File: config.mk
export PLATFORM = sky130hd
export DESIGN_NAME = fp_mult_result_fifo
export DESIGN_NICKNAME = d
export VERILOG_FILES = /design/src/rtl/fp_mult_result_fifo.sv
export SDC_FILE = /design/constraint.sdc
export NUM_CORES = 1
export LEC_CHECK = 0
export BUFFER_PORTS_ARGS = -buffer_cell sky130_fd_sc_hd__buf_2
export CORE_UTILIZATION = 61
export CTS_BUF_LIST = sky130_fd_sc_hd__clkbuf_8 sky130_fd_sc_hd__clkbuf_16
export DETAILED_ROUTE_END_ITERATION = 7
export PLACE_DENSITY = 0.83
export SYNTH_ARGS = -nofsm -noshare
export SYNTH_HDL_FRONTEND = slang
export SYNTH_SLANG_ARGS = --single-unit
export TNS_END_PERCENT = 30
File: constraint.sdc
create_clock -name clk -period 7.35 [get_ports clk]
set_input_delay 2.205 -clock clk [delete_from_list [all_inputs] [get_ports clk]]
set_output_delay 2.205 -clock clk [all_outputs]
set_load 0.05 [all_outputs]
File: src/rtl/fp_mult_result_fifo.sv
// fp_mult_result_fifo
//   Result buffer behind the single-precision FP multiplier. Each accepted
//   product word is stored together with its 8-bit status byte and a
//   destination tag. The writeback stage can therefore stall without
//   back-pressuring the multiplier issue logic. A sticky OR of every pushed
//   status byte is kept for the control unit, which clears it with flag_clr.
//
// Ports
//   clk, rst            : clock (rising edge), asynchronous active-high reset
//   in_valid/in_ready   : push handshake; in_ready depends only on the registered count
//   in_z/in_status/in_tag : product word, status byte, destination tag
//   out_valid/out_ready : pop handshake for the head entry
//   out_z/out_status/out_tag : head entry; driven to zero while empty
//   count               : occupancy, 0..DEPTH
//   flag_clr            : clears sticky_flags (a push in the same cycle still sets bits)
//   sticky_flags        : OR of the status bytes pushed since the last clear/reset
//
// Optional feature (macro FP_MULT_RESULT_FIFO_IRQ_EN)
//   flag_mask (in, 8)   : selects which sticky bits raise the interrupt
//   flag_irq  (out, 1)  : registered |(sticky_flags & flag_mask)
//
// Status byte: bit0 zero, bit1 inf, bit2 invalid, bit3 tiny, bit4 huge,
//              bit5 inexact, bit6 hugeint, bit7 reserved.

module fp_mult_result_fifo #(
  parameter int SIG_WIDTH = 23,
  parameter int EXP_WIDTH = 8,
  parameter int TAG_WIDTH = 4,
  parameter int DEPTH     = 4
) (
  input  logic                           clk,
  input  logic                           rst,
  input  logic                           in_valid,
  output logic                           in_ready,
  input  logic [SIG_WIDTH+EXP_WIDTH:0]   in_z,
  input  logic [7:0]                     in_status,
  input  logic [TAG_WIDTH-1:0]           in_tag,
  output logic                           out_valid,
  input  logic                           out_ready,
  output logic [SIG_WIDTH+EXP_WIDTH:0]   out_z,
  output logic [7:0]                     out_status,
  output logic [TAG_WIDTH-1:0]           out_tag,
  output logic [$clog2(DEPTH):0]         count,
  input  logic                           flag_clr,
  output logic [7:0]                     sticky_flags
`ifdef FP_MULT_RESULT_FIFO_IRQ_EN
  ,
  input  logic [7:0]                     flag_mask,
  output logic                           flag_irq
`endif
);

  localparam int Z_W   = SIG_WIDTH + EXP_WIDTH + 1;
  localparam int PTR_W = $clog2(DEPTH);
  localparam int CNT_W = PTR_W + 1;
  localparam int ENT_W = Z_W + 8 + TAG_WIDTH;

  logic [ENT_W-1:0] mem [DEPTH];
  logic [PTR_W-1:0] wr_ptr;
  logic [PTR_W-1:0] rd_ptr;
  logic [CNT_W-1:0] count_q;
  logic [7:0]       sticky_q;
  logic [ENT_W-1:0] head;
  logic             push;
  logic             pop;

  assign in_ready  = (count_q != CNT_W'(DEPTH));
  assign out_valid = (count_q != '0);
  assign push      = in_valid & in_ready;
  assign pop       = out_valid & out_ready;

  // Storage: data only, no reset. Stale entries are masked by out_valid.
  always_ff @(posedge clk) begin
    if (push) begin
      mem[wr_ptr] <= {in_z, in_status, in_tag};
    end
  end

  // Control: pointers wrap naturally (DEPTH is a power of two); count alone
  // tells full from empty.
  always_ff @(posedge clk or posedge rst) begin
    if (rst) begin
      wr_ptr   <= '0;
      rd_ptr   <= '0;
      count_q  <= '0;
      sticky_q <= '0;
    end else begin
      if (push) wr_ptr <= wr_ptr + PTR_W'(1);
      if (pop)  rd_ptr <= rd_ptr + PTR_W'(1);
      case ({push, pop})
        2'b10:   count_q <= count_q + CNT_W'(1);
        2'b01:   count_q <= count_q - CNT_W'(1);
        default: count_q <= count_q;
      endcase
      // Set wins over clear: a byte pushed alongside flag_clr survives.
      sticky_q <= (flag_clr ? 8'h00 : sticky_q) | (push ? in_status : 8'h00);
    end
  end

  assign head         = mem[rd_ptr];
  assign out_z        = out_valid ? head[ENT_W-1 -: Z_W]        : '0;
  assign out_status   = out_valid ? head[TAG_WIDTH +: 8]        : '0;
  assign out_tag      = out_valid ? head[TAG_WIDTH-1:0]         : '0;
  assign count        = count_q;
  assign sticky_flags = sticky_q;

`ifdef FP_MULT_RESULT_FIFO_IRQ_EN
  // Registered from the registered flags: one cycle behind sticky_flags.
  always_ff @(posedge clk or posedge rst) begin
    if (rst) flag_irq <= 1'b0;
    else     flag_irq <= |(sticky_q & flag_mask);
  end
`endif

endmodule

==> results of run 1 <==
## state kept, by name, summed over array words and instances (netlist names)
| register | count |
|---|---|
| rd_ptr | 2 |
| mem | 176 |
| count | 3 |
| wr_ptr | 2 |
| sticky_flags | 8 |
## cells in the mapped netlist (all sizes together)
library cell and n:
buf 12, edfxtp 176, xor2 3, nand2 1
a22o 8, mux2 1, inv 8, mux2i 1
dfrtp 15, and2 49, mux4 44, ha 5
or3 1, fa 1, a21boi 1, xnor2 3
nor2 2, clkbuf 4, nand3 1
## routing by layer
metal | wire (µm) | track usage
met1 | 5261 | 0.2981
met3 | 708 | 0.05670
met4 | 254 | 0.1013
met5 | 13 | 0
met2 | 6836 | 0.3797
## cells by family after synthesis
kind of cell,synth area share
and+or+nand+nor,0.04442
muxes,0.1397
buffers and inverters,0.02314
adders and majority gates,0.01115
AOI/OAI and AO/OA,0.01047
DFF,0.7641
xor gates and xnor gates,0.007095
## worst paths after layout
| kind | from | endpoint | slack [ns] | depth (start not counted) |
|---|---|---|---|---|
| max in group asynchronous | rst | rd_ptr[0]$_DFFE_PP0P_ | 5.07 | 2 |
| min reg2reg | sticky_flags[3]$_DFF_PP0_ | sticky_flags[3]$_DFF_PP0_ | 0.51 | 1 |
| max | rd_ptr[0]$_DFFE_PP0P_ | out_z[1] | 2.66 | 3 |
| min in group asynchronous | rst | sticky_flags[6]$_DFF_PP0_ | 1.84 | 2 |
| max reg2reg | count[0]$_DFFE_PP0P_ | mem[0][7]$_DFFE_PP_ | 4.86 | 4 |
| min | sticky_flags[3]$_DFF_PP0_ | sticky_flags[3]$_DFF_PP0_ | 0.51 | 1 |
## stage by stage
step / hold WS (ns) / instances
after floorplan: 0.5340 / 336
after global placement: 0.4853 / 574
after detailed placement: 0.4931 / 574
after CTS: 0.5142 / 606
after global routing: 0.5177 / 606
final: 0.5140 / 606
## final cells by class
type | count | area (µm²)
Fill cell | 655 | 2967
Multi-Input combinational cell | 121 | 1582
Sequential cell | 191 | 5665
Inverter | 8 | 30.03
Clock inverter | 7 | 28.78
Clock buffer | 25 | 591.8
Tap cell | 143 | 178.9
Timing Repair Buffer | 111 | 570.5
==> results by group, run 1 <==
Global routing
  • GRT Total Usage: 0.2308
  • Largest net degree at the start of global routing: 48
  • Grt ovf: 0
  • Vias in the first global route: 3767
  • Initial antenna violation count: 1
  • First-pass GRT wire length: 20.65 mm

Routing
  • Routed Wire Length: 13.08 mm
  • DR WL/cell: 21.58 µm
  • Routed vias: 3518
  • Final antenna-violating net count: 0
  • Detailed Route Iter0 Violations: 267
  • DRC violations left: 6
  • DRT Pass-1 Iters: 7
  • Vias per Instance: 5.805

Floorplanning
  • Die ar.: 12590 µm²
  • Initial core utilization: 0.6379
  • Core Box Area: 11610 µm²
  • Die X: 112.2 µm
  • FP Rows: 39
  • Ports: 106
  • Die H: 112.2 µm

Worst setup path
  • Largest stage delay, worst path: 1.00 ns
  • Critical path arrival: 2.48 ns
  • CP Max Fanout: 46
  • CP cell instances: mux4_1 > and2_1 > buf_2
  • CP delay by family, top: flip-flops
  • CP bufs+invs: 1
  • Slowest CP cell: dfrtp_4
  • Worst Setup Start Kind: register
  • Critical Path End Type: primary output
  • WP data required: 5.14 ns
  • Kind of critical path: register to primary output

Clock tree
  • Root Driver: clkbuf_16
  • Clock transition at path regs: 0.06 ns
  • Clock tree buffer depth: 2
  • Cts repair resizes: 0
  • Total CTS buffers: 17
  • H-tree levels: 4
  • Sink Count: 191
  • CTS tree: built
  • Hold Buf Count CTS: 0
  • Later-pin clock latency in the skew report: 0.41 ns
  • Post-CTS setup buffers: 0

Timing
  • Max-slew violation count: 0
  • Worst-margin pin slew: 1.103 ns
  • Final hold vios: 0
  • Max-Slew Margin vs Limit: 0.2645
  • Final min period: 4.686 ns
  • Final setup vio count: 0
  • Setup TNS: 0 ns
  • Max Clock Skew: 0.008188 ns
  • PnR worst setup slack: 2.664 ns
  • Post-route clock period utilization: 0.6375
  • RSZ-0062 raised after global routing: no
  • Fmax: 213.4 MHz

Synth
  • Synth warnings: 0
  • Cell count after synthesis: 336
  • Yosys cell types: 22
  • Sequential share of the synthesized area: 0.7641
  • Mapped Area: 7408 µm²
  • Syn avg cell area: 22.05 µm²
  • Post-synth top area share: 0.7134
  • Syn Nets: 391
  • FF+latch count, synth: 191
  • Largest cells by area after synthesis: edfxtp_1, mux4_2, dfrtp_1
  • Post-synth top area cell: edfxtp_1

Final layout
  • Fin area: 8647 µm²
  • NumNets Final: 505
  • Most frequent cells in the layout: edfxtp_1, buf_2, and2_1
  • # diodes: 0
  • Commonest non-fill, non-tap cell in the layout: edfxtp_1
  • Layout overhead on the synthesized area: 16.72%
  • Final core utilization: 0.7446
  • Share of layout cells above drive strength 1: 0.3931

Place
  • Post-placement worst setup slack: 3.037 ns
  • PortBufs: 105
  • Placed Area: 8026 µm²
  • Post-DP HPWL: 7.333 mm
  • Routability Congestion: 0.7121

Outcome
  • Failing checks: DRC
  • Status: complete, but fails checks

Run
  • Max-capacitance violation count: 0

Hold path
  • Hold crit path type: register to register
Power of run 1 is left out: the tool's default activity adds up to more than one toggle a clock period on the data nets, which glitch-free logic cannot reach.
==> inputs of run 2 (changes only) <==
CORE_UTILIZATION = 57   (was 61)
PLACE_DENSITY = 0.78   (was 0.83)
clock period = 4.52 ns   (was 7.35 ns; I/O delays follow)
==> results by group, run 2 (synthesis results as in run 1) <==
Final layout
  • Fillers: 842 (+29%)
  • Share of layout cells above drive strength 1: 0.4026 (+0.009481)
  • Top reg by flops: mem
  • Layout overhead on the synthesized area: 16.89%
  • NumNets Final: 509 (+0.79%)
  • # diodes: 0 (unchanged)
  • FF/Latch Area: 5665 µm² (unchanged)
  • Most frequent cells in the layout: edfxtp_1, buf_2, and2_1
  • Largest register FFs: 176 (unchanged)
  • Area of the multi-input gates: 1582 µm² (unchanged)
  • Commonest non-fill, non-tap cell in the layout: edfxtp_1

Routing
  • Routed Wire Length: 13.03 mm (-0.33%)
  • DR WL/cell: 20.39 µm (-5.5%)
  • Vias per Instance: 5.532 (-4.7%)
  • Detailed Route Iter0 Violations: 196 (-27%)
  • DRC violations left: 0 (-6)
  • Routed vias: 3535 (+0.48%)
  • DRT Pass-1 Iters: 4 (-3)
  • Final antenna-violating net count: 0 (unchanged)

Global routing
  • Largest net degree at the start of global routing: 48 (unchanged)
  • GRT Total Usage: 0.2133 (-0.01746)
  • Vias in the first global route: 3668 (-2.6%)
  • Initial antenna violation count: 1 (unchanged)
  • Grt ovf: 0 (unchanged)
  • First-pass GRT wire length: 19.89 mm (-3.7%)

Timing
  • Final hold vios: 0 (unchanged)
  • Final min period: 3.836 ns
  • Post-route clock period utilization: 0.8487
  • Max-Slew Margin vs Limit: 0.4184 (+0.1539)
  • Max-slew violation count: 0 (unchanged)
  • RSZ-0062 raised after global routing: no
  • Max Clock Skew: 0.005942 ns (-0.002246 ns)
  • Worst-margin pin slew: 0.8724 ns (-0.2309 ns)
  • Fmax: 260.7 MHz
  • Final setup vio count: 0 (unchanged)
  • Setup TNS: 0 ns (unchanged)

Run
  • Max-capacitance violation count: 0 (unchanged)

Clock tree
  • H-tree levels: 4 (unchanged)
  • Later-pin clock latency in the skew report: 0.43 ns (+0.02 ns)
  • Clock tree buffer depth: 2 (unchanged)
  • CTS tree: built
  • Clock transition at path regs: 0.06 ns (about the same)
  • Root Driver: clkbuf_16
  • Sink Count: 191 (unchanged)
  • Hold Buf Count CTS: 0 (unchanged)
  • Cts repair resizes: 0 (unchanged)
  • Post-CTS setup buffers: 0 (unchanged)
  • Total CTS buffers: 17 (unchanged)

Floorplanning
  • Die H: 116.0 µm (+3.4%)
  • Core Box Area: 12670 µm² (+9.1%)
  • Ports: 106 (unchanged)
  • FP Rows: 41 (+5.1%)
  • Die ar.: 13460 µm² (+6.9%)
  • Die X: 116.0 µm (+3.4%)
  • Initial core utilization: 0.5847 (-0.05323)

Worst setup path
  • Largest stage delay, worst path: 1.00 ns (about the same)
  • Kind of critical path: register to primary output
  • Worst Setup Start Kind: register
  • CP cell instances: mux4_1 > and2_1 > buf_2
  • WP data required: 3.16 ns (-1.98 ns)
  • Slowest CP cell: dfrtp_4
  • CP Max Fanout: 46 (unchanged)
  • Critical path arrival: 2.48 ns (about the same)
  • Critical Path End Type: primary output

Outcome
  • Status: finished clean

Place
  • Routability Congestion: 0.7129 (+0.11%)
  • Post-DP HPWL: 8.155 mm (+11%)
  • PortBufs: 105 (unchanged)

Hold path
  • Hold crit path type: register to register
run 2: changes by cell type in the layout (fill, tap and decap cells not counted), moves of 2 or more:
| cell | previous run | this run |
|---|---|---|
| clkinv_2 | 0 | 4 |
| clkinvlp_4 | 0 | 5 |
| inv_1 | 14 | 10 |
| buf_12 | 0 | 2 |
| clkinv_1 | 0 | 2 |
| clkbuf_16 | 22 | 17 |
| clkbuf_8 | 3 | 1 |
| buf_4 | 6 | 8 |
run 2: metal layers:
metal  part of all wire  global-route usage  vias to the layer above  routed length [µm]
met1               0.40              0.2640                     1851                5270
li1                   -                   -                     1580                   -
met3              0.046             0.05962                       14                 599
met5                  0                   0                        -                   0
met2               0.54              0.3603                       90                6975
met4              0.014             0.08291                        0                 187
run 2: worst max-delay path, delay by kind of cell, from the launching register on:
family	cells	cell delay (ns)
simple gates	1	0.18
mux	1	0.64
buf+inv	1	0.21
flops	1	1.00
run 2: final timing paths:
check                                                from                        end  slack, ns  cells past startpoint
worst max-delay path                rd_ptr[0]$_DFFE_PP0P_                   out_z[1]       0.68                      3
worst min-delay path            sticky_flags[3]$_DFF_PP0_  sticky_flags[3]$_DFF_PP0_       0.51                      1
worst max register to register       count[0]$_DFFE_PP0P_       mem[3][42]$_DFFE_PP_       1.99                      4
worst min register to register  sticky_flags[3]$_DFF_PP0_  sticky_flags[3]$_DFF_PP0_       0.51                      1
max in group asynchronous                             rst      rd_ptr[0]$_DFFE_PP0P_       3.07                      2
min in group asynchronous                             rst  sticky_flags[4]$_DFF_PP0_       0.99                      2
run 2: per-stage QoR:
step / hold WS, ns / worst slack (ns) / cells / area (µm²) / util
6_report: 0.5098 / 0.6837 / 639 / 8660 / 0.6834
5_1_grt: 0.5323 / 0.5126 / 639 / 8660 / 0.6834
4_1_cts: 0.5087 / 0.6113 / 639 / 8660 / 0.6834
3_5_place_dp: 0.4916 / 1.023 / 607 / 8118 / 0.6407
3_3_place_gp: 0.4898 / 1.063 / 607 / 8118 / 0.6407
2_1_floorplan: 0.5340 / 1.109 / 336 / 7408 / -
run 2: cell type report:
type                       instances  area share
sequential                       191      0.6542
multi-input combinational        121      0.1826
timing repair buffer             115     0.07224
clock buffer                      18     0.05072
tap                              172     0.02485
clock inverter                    14     0.01185
inverter                           8    0.003468
Power of run 2 is left out for the same reason.
